==> src/rtl/aes_round_ctrl.sv <==
// Iterative AES round sequencer: initial AddRoundKey, NR datapath rounds, valid/ready handshake.
// Optional `define AES_CTRL_ABORT_EN adds a synchronous abort input.
module aes_round_ctrl #(
    parameter int ENC_DEC = 0,
    parameter int NR      = 10
) (
    input  logic         clk,
    input  logic         rst,
    input  logic         in_valid,
    output logic         in_ready,
    input  logic [0:127] data_in,
    input  logic [0:127] round_key,
    output logic [3:0]   key_idx,
    output logic [0:127] round_in,
    input  logic [0:127] round_out,
    output logic         final_round,
    output logic         out_valid,
    input  logic         out_ready,
    output logic [0:127] data_out
`ifdef AES_CTRL_ABORT_EN
    ,
    input  logic         abort
`endif
);

    if (!(NR == 10 || NR == 12 || NR == 14)) begin : g_bad_nr
        $error("aes_round_ctrl: NR must be 10, 12 or 14");
    end
    if (!(ENC_DEC == 0 || ENC_DEC == 1)) begin : g_bad_enc_dec
        $error("aes_round_ctrl: ENC_DEC must be 0 or 1");
    end

    localparam logic [3:0] NR_L      = 4'(NR);
    localparam logic [3:0] FIRST_KEY = (ENC_DEC != 0) ? NR_L : 4'd0;

    typedef enum logic [1:0] {
        IDLE,
        ROUND,
        DONE
    } state_t;

    state_t       state, state_nx;
    logic [0:127] state_reg, state_reg_nx;
    logic [3:0]   rnd, rnd_nx;
    logic         abort_req;

`ifdef AES_CTRL_ABORT_EN
    assign abort_req = abort;
`else
    assign abort_req = 1'b0;
`endif

    always_ff @(posedge clk or posedge rst) begin
        if (rst) begin
            state     <= IDLE;
            state_reg <= '0;
            rnd       <= '0;
        end else begin
            state     <= state_nx;
            state_reg <= state_reg_nx;
            rnd       <= rnd_nx;
        end
    end

    always_comb begin
        state_nx     = state;
        state_reg_nx = state_reg;
        rnd_nx       = rnd;
        in_ready     = 1'b0;
        out_valid    = 1'b0;
        final_round  = 1'b0;
        key_idx      = (ENC_DEC != 0) ? (NR_L - rnd) : rnd;

        case (state)
            IDLE: begin
                in_ready = 1'b1;
                key_idx  = FIRST_KEY;
                if (in_valid) begin
                    state_reg_nx = data_in ^ round_key;
                    rnd_nx       = 4'd1;
                    state_nx     = ROUND;
                end
            end
            ROUND: begin
                final_round  = (rnd == NR_L);
                state_reg_nx = round_out;
                if (final_round) begin
                    state_nx = DONE;
                end else begin
                    rnd_nx = rnd + 4'd1;
                end
                if (abort_req) begin
                    state_reg_nx = '0;
                    rnd_nx       = '0;
                    state_nx     = IDLE;
                end
            end
            DONE: begin
                out_valid = 1'b1;
                if (abort_req) begin
                    state_reg_nx = '0;
                    rnd_nx       = '0;
                    state_nx     = IDLE;
                end else if (out_ready) begin
                    rnd_nx   = '0;
                    state_nx = IDLE;
                end
            end
            default: begin
                state_nx = IDLE;
            end
        endcase
    end

    assign round_in = state_reg;
    assign data_out = state_reg;

endmodule
==> config.mk <==
export PLATFORM = sky130hd
export DESIGN_NAME = aes_round_ctrl
export DESIGN_NICKNAME = d
export VERILOG_FILES = /design/src/rtl/aes_round_ctrl.sv
export SDC_FILE = /design/constraint.sdc
export NUM_CORES = 1
export LEC_CHECK = 0
export ABC_AREA = 1
export BUFFER_PORTS_ARGS = -buffer_cell sky130_fd_sc_hd__buf_2
export CORE_AREA = 2 2 255 257
export CTS_BUF_LIST = sky130_fd_sc_hd__clkbuf_8 sky130_fd_sc_hd__clkbuf_16
export DETAILED_ROUTE_END_ITERATION = 16
export DIE_AREA = 0 0 257 259
export PLACE_DENSITY = 0.42
export SLEW_MARGIN = 5
export SYNTH_ARGS = -nofsm -noshare
export SYNTH_HDL_FRONTEND = slang
export SYNTH_SLANG_ARGS = --single-unit
==> constraint.sdc <==
create_clock -name clk -period 5.1 [get_ports clk]
set_input_delay 1.02 -clock clk [delete_from_list [all_inputs] [get_ports clk]]
set_output_delay 1.02 -clock clk [all_outputs]
set_load 0.02 [all_outputs]
==> flow_summary.toml, run 1 <==
[grt]
grtUsageMet2_pct = 19.1
use_met1_pct = 11.6
grt_remaining_overflow = 0
grt_pass1_vias = 9581
antenna_found_initial = 5
grt_pass1_wl_um = 53800
use_met3_pct = 3.06
grt_usage_pct = 10.5
grt-busiest-layer = "met2"
grt_max_degree = 138

[placed_design]
port_buffers = 650
post-dp-hpwl_um = 28900
place.gp.congestion = 0.864

[logic_synthesis]
yosysMostFrequentCell = "nand2_1"
synthFlopType = "dfrtp_1"
synth_enable_flop_cells = 0
yosysSeqAreaShare_pct = 35.7
syn-num-nets = 1802
synthCells = 1408
ys_async_sr_fraction_pct = 100
synth_area_leaders = "dfrtp_1 (36%), nand2_1 (16%), inv_1 (11%), buf_4 (10%), a31oi_1 (8.5%)"
synth_common_cells = "nand2_1 (408), inv_1 (269), nor2_1 (136), dfrtp_1 (134), nand3_1 (132)"
synth-seq-cells = 134
synth_cell_types = 17
yosysWarnings = 0
syn-cell-area_um2 = 9380
synth_area_per_cell_um2 = 6.66
yosysTopAreaCellShare_pct = 35.7
synth_top_cell_by_area = "dfrtp_1"

[worst_setup_path]
critical_path_arrival_ns = 1.71
cp-end-kind = "output pin"
path_cells = "inv_1 -> ha_1 -> nor2_1 -> buf_2"
startpoint_type = "register"
slowest_delay_ns = 0.44
crit_type = "register to output pin"
cp_max_fo = 8
slowest_stage = "dfrtp_1"
cp.required_ns = 4.08

[clock_network]
clock_path_buffers = 2
root_buffer = "clkbuf_16"
numCtsBuffers = 17
cts-resized-gates = 0
clock_latency_ns = 0.46
clkTransAtPathRegs_ns = 0.06
cts_hold_buf = 0
post_cts_buffers = 0
htreeDepth = 4
cts_tree = "done"
cts_sinks = 134

[detailed_routing]
routed_wl_um = 35800
viasPerCell = 3.66
drt_first_iter_violations = 533
routed-via-count = 10113
wl_per_cell_um = 12.9
ant_nets = 0
dr.pass1.iters = 6
drc = 0

[final_layout]
largest_reg_flops = 128
fill_cells = 7337
nNetsFinal = 2293
multi_input_area_um2 = 3660
ff_latch_area_um2 = 3350
drive_above_1_share_pct = 36.2
area.growth.synth_to_final_pct = 38.1
diodes = 0

[power_and_ir_drop]
ir_drop_v = 0.000323
power_density_nw_per_um2 = 612
p_total_mw = 7.93
power.leakage_nw = 7.33

[timing]
clock.fmax_mhz = 367
tns_ns = 0
relSlewSlack_pct = 43.9
rsz0062_at_grt = "no"
fin_crit_ns = 2.73
clock_skew_ns = 0.0126
hold_viol = 0
fin_crit_sh_pct = 53.5
setup_viol = 0
worst_pin_slew_ns = 0.841
drv_slew = 0

[floorplanning]
die_h_um = 259
start_util_pct = 14.7
die_area_um2 = 66600
rows = 93
die_w_um = 257
fp.coreArea_um2 = 63900
ios = 651

[worst_hold_path]
hp-class = "register to register"

[status]
outcome = "finished clean"

[flow_run]
drv_cap = 0
final cells by class:
class                      count  share of cell area [%]
clock inverter                11                   0.685
clock buffer                  18                    3.39
tap                          855                    8.25
inverter                     270                    7.88
timing repair buffer         657                    25.7
sequential                   134                    25.9
multi-input combinational    819                    28.2
per-layer routing:
layer | up-vias | part of all wire [%]
li1 | 5180 | -
met1 | 4514 | 40
met2 | 378 | 52
met3 | 33 | 6.5
met4 | 8 | 1.9
met5 | - | 0.13
where the power goes:
group	internal [mW]	leakage [nW]	switching (mW)	total [mW]
sequential	1.62	1.49	0.509	2.13
clock	0.665	0.256	0.501	1.17
combinational	1.49	5.58	3.15	4.63
worst paths after layout:
kind	startpoint	to	slack (ns)	cells after the start
max reg2reg	state[1]$_DFFE_PP0P_	data_out[33]$_DFFE_PP0P_	2.53	6
min	state[1]$_DFFE_PP0P_	state[1]$_DFFE_PP0P_	0.56	2
min reg2reg	state[1]$_DFFE_PP0P_	state[1]$_DFFE_PP0P_	0.56	2
max in group asynchronous	rst	data_out[103]$_DFFE_PP0P_	3.57	3
max	state[0]$_DFFE_PP0P_	key_idx[1]	2.37	4
min in group asynchronous	rst	data_out[74]$_DFFE_PP0P_	0.66	2
through the flow:
| stage | hold WS, ns | setup WS [ns] | utilization [%] | cells | cell area, um2 |
|---|---|---|---|---|---|
| 6_report | 0.564 | 2.37 | 20.3 | 2764 | 13000 |
| 2_1_floorplan | 0.503 | 0.497 | - | 1408 | 9380 |
| 3_3_place_gp | 0.517 | 2.43 | 19.5 | 2735 | 12400 |
| 5_1_grt | 0.594 | 2.21 | 20.3 | 2764 | 13000 |
| 3_5_place_dp | 0.561 | 2.43 | 19.5 | 2735 | 12400 |
| 4_1_cts | 0.575 | 2.30 | 20.3 | 2764 | 13000 |
worst max-delay path: cells and delay by family, from the launching register on:
| family | cells | cell delay (ns) |
|---|---|---|
| fa+ha+maj | 1 | 0.33 |
| buf+inv | 2 | 0.29 |
| flops | 1 | 0.44 |
| simple gates | 1 | 0.19 |
kinds of logic (layout without fill, tap and decap cells):
logic type / Yosys count / in the layout / synth area share (%)
simple gates: 682 / 682 / 29.3
buf+inv: 455 / 956 / 25.5
flops: 134 / 134 / 35.7
compound gates: 131 / 131 / 8.69
fa+ha+maj: 6 / 6 / 0.800
cells in the final DEF (no fill, tap or decap), types with 17 or more instances in the layout:
cell type,synthesis,layout
buf_2,23,650
nor2_1,136,136
nand3_1,132,132
nand2_1,408,408
a31oi_1,128,128
clkbuf_16,0,17
inv_1,269,268
dfrtp_1,134,134
(Power assumes the default switching activity.)
==> inputs of run 2 (changes only) <==
Clock period 5.1 ns to 2.62 ns, I/O delays scaled along.
==> run 2 against run 1 <==
- design area grew 2.5%
- clock power grew 110%
- worst hold slack lost 0.51 ns
- register-to-register slack lost 1.9 ns
- core utilization grew 0.52 points
- combinational power grew 110%
- largest cell class unchanged
- highest routed layer unchanged
==> flow_summary.toml, run 2 (synthesis gave the netlist of run 1 again) <==
[worst_hold_path]
hp-class = "input pin to asynchronous set/reset pin"

[final_layout]
drive_above_1_share_pct = 37.2
fill_cells = 7307
area.growth.synth_to_final_pct = 41.6
largest_reg_flops = 128
layout_common_cells = "buf_2 (650), nand2_1 (408), inv_1 (267), nor2_1 (136), dfrtp_1 (134)"
ff_latch_area_um2 = 3350
layout_commonest_cell = "buf_2"
multi_input_area_um2 = 3660
nNetsFinal = 2318

[clock_network]
htreeDepth = 4
clock_latency_ns = 0.46
numCtsBuffers = 17
cts_tree = "done"
cts_sinks = 134
root_buffer = "clkbuf_16"
cts_hold_buf = 0
clock_path_buffers = 2
post_cts_buffers = 0
cts-resized-gates = 0
clkTransAtPathRegs_ns = 0.06

[floorplanning]
ios = 651
fp.coreArea_um2 = 63900
start_util_pct = 14.7
die_area_um2 = 66600
die_w_um = 257
rows = 93
die_h_um = 259

[worst_setup_path]
cp_max_fo = 8
crit_type = "register to output pin"
cp.required_ns = 2.10
critical_path_arrival_ns = 1.69
startpoint_type = "register"
cp-end-kind = "output pin"

[placed_design]
post-dp-hpwl_um = 29900
place_ws_ns = 0.586
port_buffers = 650
place.gp.congestion = 0.887

[timing]
finalWorstSetupSlack_ns = 0.406
fin_crit_ns = 2.21
hold_viol = 0
setup_viol = 0
tns_ns = 0
drv_slew = 0
clock_skew_ns = 0.0105
relSlewSlack_pct = 64.4
rsz0062_at_grt = "no"
fin_crit_sh_pct = 84.5
clock.fmax_mhz = 452
worst_pin_slew_ns = 0.534

[grt]
antenna_found_initial = 7
grt_remaining_overflow = 0
grt_pass1_vias = 9604
grt_max_degree = 71
grt_pass1_wl_um = 53500
grt_usage_pct = 10.5

[detailed_routing]
drc = 0
dr.pass1.iters = 5
routed_wl_um = 36200
wl_per_cell_um = 13.0
drt_first_iter_violations = 419
viasPerCell = 3.68
routed-via-count = 10267
ant_nets = 0

[status]
outcome = "finished clean"

[flow_run]
drv_cap = 0

[power_and_ir_drop]
power_density_nw_per_um2 = 1220
ir_drop_v = 0.000450
power.leakage_nw = 7.50
[run 2: cell types whose count changed in the layout (fill, tap and decap cells not counted), sizes merged]
cell / change
diode: +2
clkinvlp: +2
clkinv: -2
buf: +25
inv: -1
clkbuf: +2
bufinv: +1
[run 2: layout make-up]
type	count	area share, %
diodes	2	0.0377
clock buffers	20	3.51
clock inverters	11	0.941
inverters	270	7.67
multi-input cells	819	27.5
flip-flops and latches	134	25.2
well taps	855	8.05
repair buffers	682	27.0
[run 2: critical path: stages, from the launching register on]
cell and delay [ns]:
dfrtp_1 0.44, inv_1 0.10, ha_1 0.31, nor2_1 0.18, buf_2 0.21
[run 2: power breakdown]
group          total (mW)  switching [mW]  internal [mW]
sequential           4.18            1.04           3.15
combinational        9.51            6.25           3.26
clock                2.48            1.01           1.47
total                16.2            8.29           7.88
[run 2: metrics by stage]
step	area [um2]	hold slack, ns	total power, mW	util, %	std cells
2_1_floorplan	9390	0.503	11.5	-	1408
3_3_place_gp	12700	0.533	13.9	19.9	2760
5_1_grt	13300	0.0319	17.4	20.8	2793
6_report	13300	0.0522	16.2	20.8	2793
4_1_cts	13300	0.00294	16.5	20.8	2791
3_5_place_dp	12700	0.535	13.9	19.9	2760
[run 2: path summary, 6_finish.rpt]
kind	end	depth (start not counted)	start	slack, ns
worst max-delay path	key_idx[0]	4	state[0]$_DFFE_PP0P_	0.41
worst min-delay path	data_out[55]$_DFFE_PP0P_	2	rst	0.05
worst max register to register	data_out[71]$_DFFE_PP0P_	7	state[0]$_DFFE_PP0P_	0.62
worst min register to register	rnd[0]$_DFFE_PP0P_	2	rnd[0]$_DFFE_PP0P_	0.56
max in group asynchronous	state[0]$_DFFE_PP0P_	3	rst	1.86
min in group clk	data_out[119]$_DFFE_PP0P_	3	round_out[119]	0.32
[run 2: per-layer routing]
metal	up-vias	share of wire [%]	GRT usage, %
met5	-	0.11	0
met4	6	1.8	3.68
met3	34	7.6	3.51
met2	402	52	19.2
met1	4578	38	11.2
li1	5247	-	-
==> inputs of run 3 (changes only) <==
Clock period 2.62 ns to 2.12 ns, I/O delays scaled along.
==> run 3 against run 2 <==
- non-clock buffer count up 8
- largest cell class is now non-clock buffers
- highest routed layer unchanged
- critical path type unchanged
- critical endpoint is now final_round
- first-iteration DRC count down 11%
- final cell count up 0.25%
==> flow_summary.toml, run 3 (synthesis gave the netlist of run 1 again) <==
[status]
outcome = "finished clean"

[grt]
grt_pass1_wl_um = 52900
grt_pass1_vias = 9416
grt_max_degree = 62
antenna_found_initial = 4
grt_remaining_overflow = 0
grt_usage_pct = 10.4

[placed_design]
place.gp.congestion = 0.885
place_ws_ns = 0.317
post-dp-hpwl_um = 30200
port_buffers = 650

[timing]
fin_crit_ns = 2.00
clock_skew_ns = 0.0107
finalWorstSetupSlack_ns = 0.123
setup_viol = 0
drv_slew = 0
rsz0062_at_grt = "no"
clock.fmax_mhz = 501
fin_crit_sh_pct = 94.2
worst_pin_slew_ns = 0.369
relSlewSlack_pct = 75.4
timing.hold.ws_ns = 0.215
tns_ns = 0
hold_viol = 0

[detailed_routing]
ant_nets = 0
drc = 0
routed-via-count = 10194
drt_first_iter_violations = 371
dr.pass1.iters = 5
viasPerCell = 3.64
routed_wl_um = 36200
wl_per_cell_um = 12.9

[clock_network]
cts_sinks = 134
htreeDepth = 4
clock_latency_ns = 0.46
clock_path_buffers = 2
cts_tree = "done"
root_buffer = "clkbuf_16"
clkTransAtPathRegs_ns = 0.06
numCtsBuffers = 17

[power_and_ir_drop]
power_density_nw_per_um2 = 1500
p_total_mw = 20.1
power.leakage_nw = 7.56
ir_drop_v = 0.000499

[worst_setup_path]
slowest_delay_ns = 0.44
crit_type = "register to output pin"
path_cells = "inv_1 -> ha_2 -> nand4_1 -> inv_2 -> buf_4"
cp.required_ns = 1.70
startpoint_type = "register"
cp_max_fo = 5
slowest_stage = "dfrtp_2"
critical_path_arrival_ns = 1.57
cp-end-kind = "output pin"

[final_layout]
layout_commonest_cell = "buf_2"
layout_common_cells = "buf_2 (645), nand2_1 (408), inv_1 (267), nor2_1 (134), dfrtp_1 (133)"
largest_reg_flops = 128
area.growth.synth_to_final_pct = 42.9
ff_latch_area_um2 = 3350
drive_above_1_share_pct = 37.7
diodes = 0
fill_cells = 7297
nNetsFinal = 2326
multi_input_area_um2 = 3670

[floorplanning]
rows = 93
start_util_pct = 14.7
die_w_um = 257
die_area_um2 = 66600
ios = 651
fp.coreArea_um2 = 63900
die_h_um = 259

[flow_run]
drv_cap = 0

[worst_hold_path]
hp-class = "input pin to register"
## run 3: critical path, delay by kind of cell (launching register included)
kind          cells  cell delay [ns]
fa+ha+maj         1             0.19
buf+inv           3             0.35
flops             1             0.44
simple gates      1             0.13
## run 3: layer usage
layer | vias to the layer above | share of wire (%) | global-route usage (%)
li1 | 5254 | - | -
met1 | 4505 | 39 | 11.5
met2 | 405 | 52 | 19.1
met3 | 26 | 7.4 | 3.42
met4 | 4 | 1.2 | 2.97
met5 | - | 0.083 | 0
## run 3: timing repair
item	in CTS	in global routing
pin swaps	0	1
setup buffers	2	1
hold buffers	1	0
hold endpoints to repair	9	0
gates resized for setup	6	6
setup endpoints to repair	4	5
## run 3: stage by stage
step	area [um2]	std cells	utilization, %
after floorplan	9390	1408	-
after global placement	12700	2764	19.9
after detailed placement	12700	2764	19.9
after CTS	13400	2799	21.0
after global routing	13400	2800	21.0
final	13400	2800	21.0
## run 3: layout make-up
cell class                      count  area share, %
Clock inverter                     12           1.13
Clock buffer                       20           3.48
Sequential cell                   134           25.0
Timing Repair Buffer              690           27.4
Multi-Input combinational cell    819           27.4
Tap cell                          855           7.98
Inverter                          270           7.60
## run 3: path summary, 6_finish.rpt
check	startpoint	endpoint	slack, ns	depth (start not counted)
worst max-delay path	rnd[0]$_DFFE_PP0P_	final_round	0.12	5
worst min-delay path	round_out[18]	data_out[18]$_DFFE_PP0P_	0.22	3
worst max register to register	state[1]$_DFFE_PP0P_	data_out[94]$_DFFE_PP0P_	0.46	6
worst min register to register	rnd[0]$_DFFE_PP0P_	rnd[0]$_DFFE_PP0P_	0.56	2
max in group asynchronous	rst	state[1]$_DFFE_PP0P_	0.96	5
min in group asynchronous	rst	data_out[52]$_DFFE_PP0P_	0.49	3
## run 3: power by group
| part | switching [mW] | total [mW] | internal [mW] | leakage [nW] |
|---|---|---|---|---|
| Sequential | 1.29 | 5.18 | 3.89 | 1.49 |
| Combinational | 7.73 | 11.7 | 4.01 | 5.76 |
| Clock | 1.22 | 3.16 | 1.94 | 0.308 |
| Total | 10.2 | 20.1 | 9.84 | 7.56 |
